[src/rtl/heatmap_grid_reader_if.sv]
// Bus bundle between the heat-map grid reader, the cell buffer, the grid writer and the VGA framebuffer writer.
// master = the reader, slave = everything around it.
interface heatmap_grid_reader_if;
   logic        done_write_sig;
   logic        comp_allow;
   logic [7:0]  read_addr;
   logic [31:0] read_data;
   // Pixel handshake: a pixel moves on every cycle where vga_valid and vga_ready are both high;
   // once vga_valid is raised, vga_x/vga_y/vga_color stay stable until that transfer happens.
   logic [9:0]  vga_x;
   logic [9:0]  vga_y;
   logic [7:0]  vga_color;
   logic        vga_valid;
   logic        vga_ready;
   logic        frame_done;
   logic        overrun;
   logic [2:0]  state_dbg;

   modport master (
      input  done_write_sig, read_data, vga_ready,
      output comp_allow, read_addr, vga_x, vga_y, vga_color, vga_valid,
             frame_done, overrun, state_dbg
   );

   modport slave (
      output done_write_sig, read_data, vga_ready,
      input  comp_allow, read_addr, vga_x, vga_y, vga_color, vga_valid,
             frame_done, overrun, state_dbg
   );
endinterface

[src/rtl/heatmap_grid_reader.sv]
// Reads the 64-cell colour buffer after each fill and paints every cell as a CELL_PX square of VGA pixels.
// Optional cell outline: define HEATMAP_GRID_READER_BORDER_EN.
module heatmap_grid_reader #(
   parameter int          GRID_W       = 8,
   parameter int          GRID_H       = 8,
   parameter int          CELL_PX      = 8,
   parameter logic [9:0]  X0           = 10'd64,
   parameter logic [9:0]  Y0           = 10'd48,
   parameter int          REARM_CYC    = 2,
   parameter logic [7:0]  BORDER_COLOR = 8'h00
) (
   input  logic                  clk_50,
   input  logic                  reset,
   heatmap_grid_reader_if.master bus
);
   localparam int CELLS  = GRID_W * GRID_H;
   localparam int CELL_W = $clog2(CELLS);
   localparam int COL_W  = $clog2(GRID_W);
   localparam int ROW_W  = $clog2(GRID_H);
   localparam int PX_W   = $clog2(CELL_PX);
   localparam int RC_W   = $clog2(REARM_CYC + 1);

   localparam logic [PX_W-1:0]   PX_MAX   = PX_W'(CELL_PX - 1);
   localparam logic [COL_W-1:0]  COL_MAX  = COL_W'(GRID_W - 1);
   localparam logic [CELL_W-1:0] CELL_MAX = CELL_W'(CELLS - 1);
   localparam logic [RC_W-1:0]   RC_LAST  = RC_W'(REARM_CYC - 1);

   typedef enum logic [2:0] {
      WAIT_FILL = 3'd0,
      RD_ADDR   = 3'd1,
      RD_WAIT   = 3'd2,
      DRAW      = 3'd3,
      REARM     = 3'd4
   } state_e;

   state_e            state_q, state_d;
   logic [CELL_W-1:0] cell_q, cell_d;
   logic [COL_W-1:0]  col_q, col_d;
   logic [ROW_W-1:0]  row_q, row_d;
   logic [PX_W-1:0]   px_x_q, px_x_d, px_y_q, px_y_d;
   logic [RC_W-1:0]   rearm_cnt_q, rearm_cnt_d;
   logic [7:0]        colour_q, colour_d;
   logic              comp_allow_q, comp_allow_d;
   logic [7:0]        read_addr_q, read_addr_d;
   logic [9:0]        vga_x_q, vga_x_d, vga_y_q, vga_y_d;
   logic [7:0]        vga_color_q, vga_color_d;
   logic              vga_valid_q, vga_valid_d;
   logic              frame_done_q, frame_done_d;
   logic              overrun_q, overrun_d;
   logic              last_px;
   logic [9:0]        pix_x, pix_y;
   logic [7:0]        pix_c;
   logic              unused_bits;

   always_comb begin
      state_d      = state_q;
      cell_d       = cell_q;
      col_d        = col_q;
      row_d        = row_q;
      px_x_d       = px_x_q;
      px_y_d       = px_y_q;
      rearm_cnt_d  = rearm_cnt_q;
      colour_d     = colour_q;
      comp_allow_d = comp_allow_q;
      read_addr_d  = read_addr_q;
      vga_valid_d  = vga_valid_q;
      frame_done_d = 1'b0;
      overrun_d    = overrun_q | (bus.done_write_sig && (state_q != WAIT_FILL));
      last_px      = (px_x_q == PX_MAX) && (px_y_q == PX_MAX);

      unique case (state_q)
         WAIT_FILL: begin
            if (bus.done_write_sig) begin
               state_d     = RD_ADDR;
               cell_d      = '0;
               col_d       = '0;
               row_d       = '0;
               px_x_d      = '0;
               px_y_d      = '0;
               read_addr_d = '0;
            end
         end
         RD_ADDR: state_d = RD_WAIT;
         RD_WAIT: begin
            colour_d    = bus.read_data[7:0];
            vga_valid_d = 1'b1;
            state_d     = DRAW;
         end
         DRAW: begin
            if (bus.vga_ready) begin
               if (last_px) begin
                  vga_valid_d = 1'b0;
                  px_x_d      = '0;
                  px_y_d      = '0;
                  if (cell_q == CELL_MAX) begin
                     frame_done_d = 1'b1;
                     comp_allow_d = 1'b1;
                     rearm_cnt_d  = '0;
                     state_d      = REARM;
                  end else begin
                     cell_d      = cell_q + 1'b1;
                     read_addr_d = 8'(cell_q + 1'b1);
                     if (col_q == COL_MAX) begin
                        col_d = '0;
                        row_d = row_q + 1'b1;
                     end else begin
                        col_d = col_q + 1'b1;
                     end
                     state_d = RD_ADDR;
                  end
               end else if (px_x_q == PX_MAX) begin
                  px_x_d = '0;
                  px_y_d = px_y_q + 1'b1;
               end else begin
                  px_x_d = px_x_q + 1'b1;
               end
            end
         end
         REARM: begin
            if (rearm_cnt_q == RC_LAST) begin
               comp_allow_d = 1'b0;
               state_d      = WAIT_FILL;
               rearm_cnt_d  = '0;
               cell_d       = '0;
               col_d        = '0;
               row_d        = '0;
               px_x_d       = '0;
               px_y_d       = '0;
            end else begin
               rearm_cnt_d = rearm_cnt_q + 1'b1;
            end
         end
         default: state_d = WAIT_FILL;
      endcase

      // Pixel outputs follow the next-cycle counters; a stall leaves the counters, and so the pixel, unchanged.
      pix_x = X0 + (10'(col_d) << PX_W) + 10'(px_x_d);
      pix_y = Y0 + (10'(row_d) << PX_W) + 10'(px_y_d);
`ifdef HEATMAP_GRID_READER_BORDER_EN
      pix_c = ((px_x_d == PX_MAX) || (px_y_d == PX_MAX)) ? BORDER_COLOR : colour_d;
`else
      pix_c = colour_d;
`endif
      vga_x_d     = vga_x_q;
      vga_y_d     = vga_y_q;
      vga_color_d = vga_color_q;
      if (vga_valid_d) begin
         vga_x_d     = pix_x;
         vga_y_d     = pix_y;
         vga_color_d = pix_c;
      end
   end

   always_ff @(posedge clk_50 or negedge reset) begin
      if (!reset) begin
         state_q      <= WAIT_FILL;
         cell_q       <= '0;
         col_q        <= '0;
         row_q        <= '0;
         px_x_q       <= '0;
         px_y_q       <= '0;
         rearm_cnt_q  <= '0;
         colour_q     <= '0;
         comp_allow_q <= 1'b0;
         read_addr_q  <= '0;
         vga_x_q      <= '0;
         vga_y_q      <= '0;
         vga_color_q  <= '0;
         vga_valid_q  <= 1'b0;
         frame_done_q <= 1'b0;
         overrun_q    <= 1'b0;
      end else begin
         state_q      <= state_d;
         cell_q       <= cell_d;
         col_q        <= col_d;
         row_q        <= row_d;
         px_x_q       <= px_x_d;
         px_y_q       <= px_y_d;
         rearm_cnt_q  <= rearm_cnt_d;
         colour_q     <= colour_d;
         comp_allow_q <= comp_allow_d;
         read_addr_q  <= read_addr_d;
         vga_x_q      <= vga_x_d;
         vga_y_q      <= vga_y_d;
         vga_color_q  <= vga_color_d;
         vga_valid_q  <= vga_valid_d;
         frame_done_q <= frame_done_d;
         overrun_q    <= overrun_d;
      end
   end

   assign bus.comp_allow = comp_allow_q;
   assign bus.read_addr  = read_addr_q;
   assign bus.vga_x      = vga_x_q;
   assign bus.vga_y      = vga_y_q;
   assign bus.vga_color  = vga_color_q;
   assign bus.vga_valid  = vga_valid_q;
   assign bus.frame_done = frame_done_q;
   assign bus.overrun    = overrun_q;
   assign bus.state_dbg  = state_q;

`ifdef HEATMAP_GRID_READER_BORDER_EN
   assign unused_bits = ^bus.read_data[31:8];
`else
   assign unused_bits = ^{bus.read_data[31:8], BORDER_COLOR};
`endif
endmodule
[src/flat_wrapper.sv]
// flat-port wrapper written by rule: the top's interface ports become plain ports
module heatmap_grid_reader_flat 
#(
   parameter int          GRID_W       = 8,
   parameter int          GRID_H       = 8,
   parameter int          CELL_PX      = 8,
   parameter logic [9:0]  X0           = 10'd64,
   parameter logic [9:0]  Y0           = 10'd48,
   parameter int          REARM_CYC    = 2,
   parameter logic [7:0]  BORDER_COLOR = 8'h00
)
  (clk_50, reset, bus_done_write_sig, bus_read_data, bus_vga_ready, bus_comp_allow, bus_read_addr, bus_vga_x, bus_vga_y, bus_vga_color, bus_vga_valid, bus_frame_done, bus_overrun, bus_state_dbg);
  heatmap_grid_reader_if bus_i ();
  input  logic clk_50;
  input  logic reset;
  input wire logic [$bits(bus_i.done_write_sig)-1:0] bus_done_write_sig;
  input wire logic [$bits(bus_i.read_data)-1:0] bus_read_data;
  input wire logic [$bits(bus_i.vga_ready)-1:0] bus_vga_ready;
  output wire logic [$bits(bus_i.comp_allow)-1:0] bus_comp_allow;
  output wire logic [$bits(bus_i.read_addr)-1:0] bus_read_addr;
  output wire logic [$bits(bus_i.vga_x)-1:0] bus_vga_x;
  output wire logic [$bits(bus_i.vga_y)-1:0] bus_vga_y;
  output wire logic [$bits(bus_i.vga_color)-1:0] bus_vga_color;
  output wire logic [$bits(bus_i.vga_valid)-1:0] bus_vga_valid;
  output wire logic [$bits(bus_i.frame_done)-1:0] bus_frame_done;
  output wire logic [$bits(bus_i.overrun)-1:0] bus_overrun;
  output wire logic [$bits(bus_i.state_dbg)-1:0] bus_state_dbg;
  assign bus_i.done_write_sig = bus_done_write_sig;
  assign bus_i.read_data = bus_read_data;
  assign bus_i.vga_ready = bus_vga_ready;
  assign bus_comp_allow = bus_i.comp_allow;
  assign bus_read_addr = bus_i.read_addr;
  assign bus_vga_x = bus_i.vga_x;
  assign bus_vga_y = bus_i.vga_y;
  assign bus_vga_color = bus_i.vga_color;
  assign bus_vga_valid = bus_i.vga_valid;
  assign bus_frame_done = bus_i.frame_done;
  assign bus_overrun = bus_i.overrun;
  assign bus_state_dbg = bus_i.state_dbg;
  heatmap_grid_reader #(.GRID_W(GRID_W), .GRID_H(GRID_H), .CELL_PX(CELL_PX), .X0(X0), .Y0(Y0), .REARM_CYC(REARM_CYC), .BORDER_COLOR(BORDER_COLOR)) u_core (.clk_50(clk_50), .reset(reset), .bus(bus_i));
endmodule
[config.mk]
export PLATFORM = sky130hd
export DESIGN_NAME = heatmap_grid_reader_flat
export DESIGN_NICKNAME = d
export VERILOG_FILES = /design/src/rtl/heatmap_grid_reader_if.sv /design/src/rtl/heatmap_grid_reader.sv /design/src/flat_wrapper.sv
export SDC_FILE = /design/constraint.sdc
export NUM_CORES = 1
export LEC_CHECK = 0
export ABC_AREA = 1
export CAP_MARGIN = 15
export CORE_ASPECT_RATIO = 1.25
export CORE_UTILIZATION = 60
export DETAILED_ROUTE_END_ITERATION = 6
export DONT_BUFFER_PORTS = 1
export PLACE_DENSITY = 0.87
export SLEW_MARGIN = 20
export SYNTH_ARGS = -nofsm -noshare
export SYNTH_HDL_FRONTEND = slang
export SYNTH_SLANG_ARGS = --single-unit
[constraint.sdc]
create_clock -name clk_50 -period 3.53 [get_ports clk_50]
set_input_delay 0.5295 -clock clk_50 [delete_from_list [all_inputs] [get_ports clk_50]]
set_output_delay 0.5295 -clock clk_50 [all_outputs]
set_load 0.05 [all_outputs]
==> results.md <==
- Cells after Synth: 349
- Data arrival time of the worst path: 2.62 ns
- Diodes inserted: 0
- Largest delay contributor family on the critical path: simple AND/OR/NAND/NOR gates
- Clock transition at the registers of the reported paths: 0.07 ns
- RSZ-0062 raised after global routing: false
- Leftover overflow at the end of global routing: 0
- Crit path setup slack, layout: 1.137 ns
- Count of endpoints failing hold in the final timing report: 0
- Clock root buffer: sky130_fd_sc_hd__clkbuf_8
- Setup Viol. Count Final: 0
- Seq cells post-synth: 64
- DRT antenna net count: 0
- Final-layout setup total negative slack: 0 ns
- Total power per unit cell area: 943.6 nW/um^2
- Fin crit period: 2.393 ns
- Max Fanout on Critical Path: 32
- Total number of vias: 2342
- Reported max-cap violation count: 0
- Top-level I/O count: 79
- Largest clock skew in the final design: 0.008876 ns
- Fin. max-slew vios: 0
- Clock buffer depth: 2
- Via count of the first global-routing pass: 2358
- Die span in y: 81.33 um
- 1st-iter DRT viols: 109
- Count of buffers added by post-CTS timing repair for setup: 0
- Combined buffer and inverter count along the critical path: 1
- Maximum number of pins on one net before global-route repair: 65
- IO Port Bufs: 0
- Number of search-and-repair iterations in the first detailed-routing pass: 4
- Fraction of synthesized cell area taken by the top area cell type: 53.02%
- Initial Util: 62.93%
- Maximum vdd ir drop: 0.0005622 V
- Cell area after synthesis: 3020 um^2
- Worst path required time: 3.76 ns
- Yosys warns: 0
- Layout cell share with drive strength beyond 1: 9.497%
- Post-DP HPWL: 4125 um
- Placement Rows: 28
- Peak Freq: 417.9 MHz
- Number of buffers inserted during clock tree synthesis: 9
- CTS tree: yes
- Area growth from synthesis to layout: 9.113%
- Cell breakdown of the critical path: nor2_2, nand2_4, nand2_2, inv_2, nand2_1, o21ai_1
- Clock latency reported for the late side of the worst-skew pair: 0.35 ns
- Status: completed
- Slew at the pin with the worst max-slew slack: 0.6554 ns
- Wire length of the first global-routing pass: 10070 um
- Chip Width: 65.46 um
- Area of the placeable core: 4800 um^2
- Fillcell total: 356
- CP Class: reg -> reg
- Period utilization: 67.78%
- Synth top area cells: sky130_fd_sc_hd__dfrtp_1 53%, sky130_fd_sc_hd__nand2_1 13%, sky130_fd_sc_hd__nand3_1 4.6%
- Weighted congestion reported at the end of routability-driven placement: 0.8884
- Setup WS pre-CTS: 1.201 ns
- Slew HR: 56.31%
- Mean number of vias per cell: 5.603
- Number of sinks on the clock net: 64
- Total wire length: 6043 um
- Type of destination of the critical path: register
- Overall fraction of global-route tracks in use: 25.41%
- Number of distinct standard cells referenced by the synthesized netlist: 30
- Leak Pwr: 1.746 nW
- Crit path largest cell delay: 0.63 ns
- Storage element area: 1602 um^2
- Die Area: 5324 um^2
- CTS HTree Levels: 3
- Worst path slowest cell: sky130_fd_sc_hd__dfrtp_1
- Net count reported at finish: 399
- Number of antenna violations at the first check in global routing: 0
- Synthesized area divided by synthesized cell count: 8.654 um^2
- Fraction of the yosys area taken by sequential cells: 53.02%
- Worst min path class: in -> async
- Multi-input gate area: 1215 um^2
- Routed wire length per instance: 14.46 um
- Cell taking the most area after synthesis: sky130_fd_sc_hd__dfrtp_1
- Startpoint class of the critical path: register
- DRC violation count after routing: 0
## layout by cell type (no fill, tap or decap), types with 7 or more instances in the layout
cell                       count
sky130_fd_sc_hd__o21ai_0      17
sky130_fd_sc_hd__a21oi_1      10
sky130_fd_sc_hd__a31oi_1      13
sky130_fd_sc_hd__dfrtp_1      64
sky130_fd_sc_hd__nand3_1      28
sky130_fd_sc_hd__nor2_1       26
sky130_fd_sc_hd__ha_1         10
sky130_fd_sc_hd__clkbuf_8      9
sky130_fd_sc_hd__nand2_1     102
sky130_fd_sc_hd__conb_1        7
sky130_fd_sc_hd__inv_1        31
## state kept, by name, indices dropped and copies added (netlist names)
register / count
u_core.col_q: 3
u_core.cell_q: 6
u_core.px_x_q: 3
u_core.bus.vga_x: 7
u_core.px_y_q: 3
u_core.bus.vga_valid: 1
u_core.bus.read_addr: 7
u_core.colour_q: 8
u_core.row_q: 3
u_core.bus.vga_color: 8
u_core.bus.vga_y: 7
u_core.bus.frame_done: 1
u_core.bus.comp_allow: 1
u_core.bus.state_dbg: 3
u_core.bus.overrun: 1
u_core.rearm_cnt_q: 2
## final cells by class
cell class | instances | share of cell area [%]
clock buffer | 9 | 3.759
clock inverter | 7 | 3.607
inverter | 33 | 3.834
multi-input combinational | 243 | 36.86
sequential | 64 | 48.60
tap | 60 | 2.278
timing repair buffer | 2 | 1.063
## cell families after synthesis
group | after synthesis | share of synthesized area, %
AO/OA/AOI/OAI | 50 | 9.569
adder cells (fa/ha/maj) | 10 | 4.143
flip-flops | 64 | 53.02
AND/OR/NAND/NOR | 175 | 25.35
other | 1 | 0.1242
buffers and inverters | 48 | 7.498
XOR/XNOR | 1 | 0.2900
## per-stage QoR
step | std cells | instance area (um^2) | hold WS [ns] | total power, mW | utilization (%)
5_1_grt | 418 | 3296 | 0.06394 | 3.293 | 68.67
3_5_place_dp | 401 | 3025 | 0.2358 | 2.342 | 63.03
4_1_cts | 418 | 3296 | 0.05715 | 3.128 | 68.67
3_3_place_gp | 401 | 3025 | 0.2361 | 2.288 | 63.03
6_report | 418 | 3296 | 0.04460 | 3.110 | 68.67
2_1_floorplan | 355 | 3043 | 0.2339 | 2.160 | -
## routing by layer
layer	vias to the layer above	track usage [%]	share of wire [%]	wire (um)
met3	12	8.287	5.7	347
li1	1137	-	-	-
met4	0	13.48	2.4	144
met1	1126	27.21	41	2469
met2	67	44.12	51	3081
met5	-	0	0	0
## final timing paths
kind | cells past startpoint | end | startpoint | slack [ns]
max | 6 | u_core.bus.vga_y[6] | u_core.bus.state_dbg[2] | 1.14
min | 1 | u_core.bus.state_dbg[2] | reset | 0.04
max reg2reg | 6 | u_core.bus.vga_y[6] | u_core.bus.state_dbg[2] | 1.14
min reg2reg | 2 | u_core.colour_q[1] | u_core.colour_q[1] | 0.47
max in group asynchronous | 1 | u_core.px_y_q[0] | reset | 3.22
min in group clk_50 | 2 | u_core.colour_q[1] | bus_read_data[1] | 0.34
## synth_stat cells
cell and number:
sky130_fd_sc_hd__conb_1 1, sky130_fd_sc_hd__and2_1 1, sky130_fd_sc_hd__nor3_1 2, sky130_fd_sc_hd__nor2_1 26, sky130_fd_sc_hd__o21ai_0 17, sky130_fd_sc_hd__nand2_2 5, sky130_fd_sc_hd__a21oi_1 10, sky130_fd_sc_hd__xnor2_1 1
sky130_fd_sc_hd__o211ai_1 5, sky130_fd_sc_hd__o211ai_2 1, sky130_fd_sc_hd__dfrtp_1 64, sky130_fd_sc_hd__nand2_1 102, sky130_fd_sc_hd__or2_2 1, sky130_fd_sc_hd__inv_1 31, sky130_fd_sc_hd__nand4_1 3, sky130_fd_sc_hd__inv_4 1
sky130_fd_sc_hd__o21bai_1 1, sky130_fd_sc_hd__nor2_4 1, sky130_fd_sc_hd__buf_2 4, sky130_fd_sc_hd__a31oi_1 13, sky130_fd_sc_hd__nand3_4 1, sky130_fd_sc_hd__clkbuf_2 1, sky130_fd_sc_hd__nand3_1 28, sky130_fd_sc_hd__inv_2 1
sky130_fd_sc_hd__buf_4 10, sky130_fd_sc_hd__o21ai_1 3, sky130_fd_sc_hd__ha_1 10, sky130_fd_sc_hd__nand2_4 1, sky130_fd_sc_hd__nor2_2 2, sky130_fd_sc_hd__nand3_2 2
## repair_timing
action                                 CTS  global route
hold buffers                             1             0
gates resized for setup                  0             0
endpoints found under the hold margin   64             0
## where the power goes
part           switching (mW)  internal, mW
combinational           0.541         0.255
sequential              0.588         0.964
clock                   0.292         0.470
No activity file was read; power rests on OpenSTA's default activity.
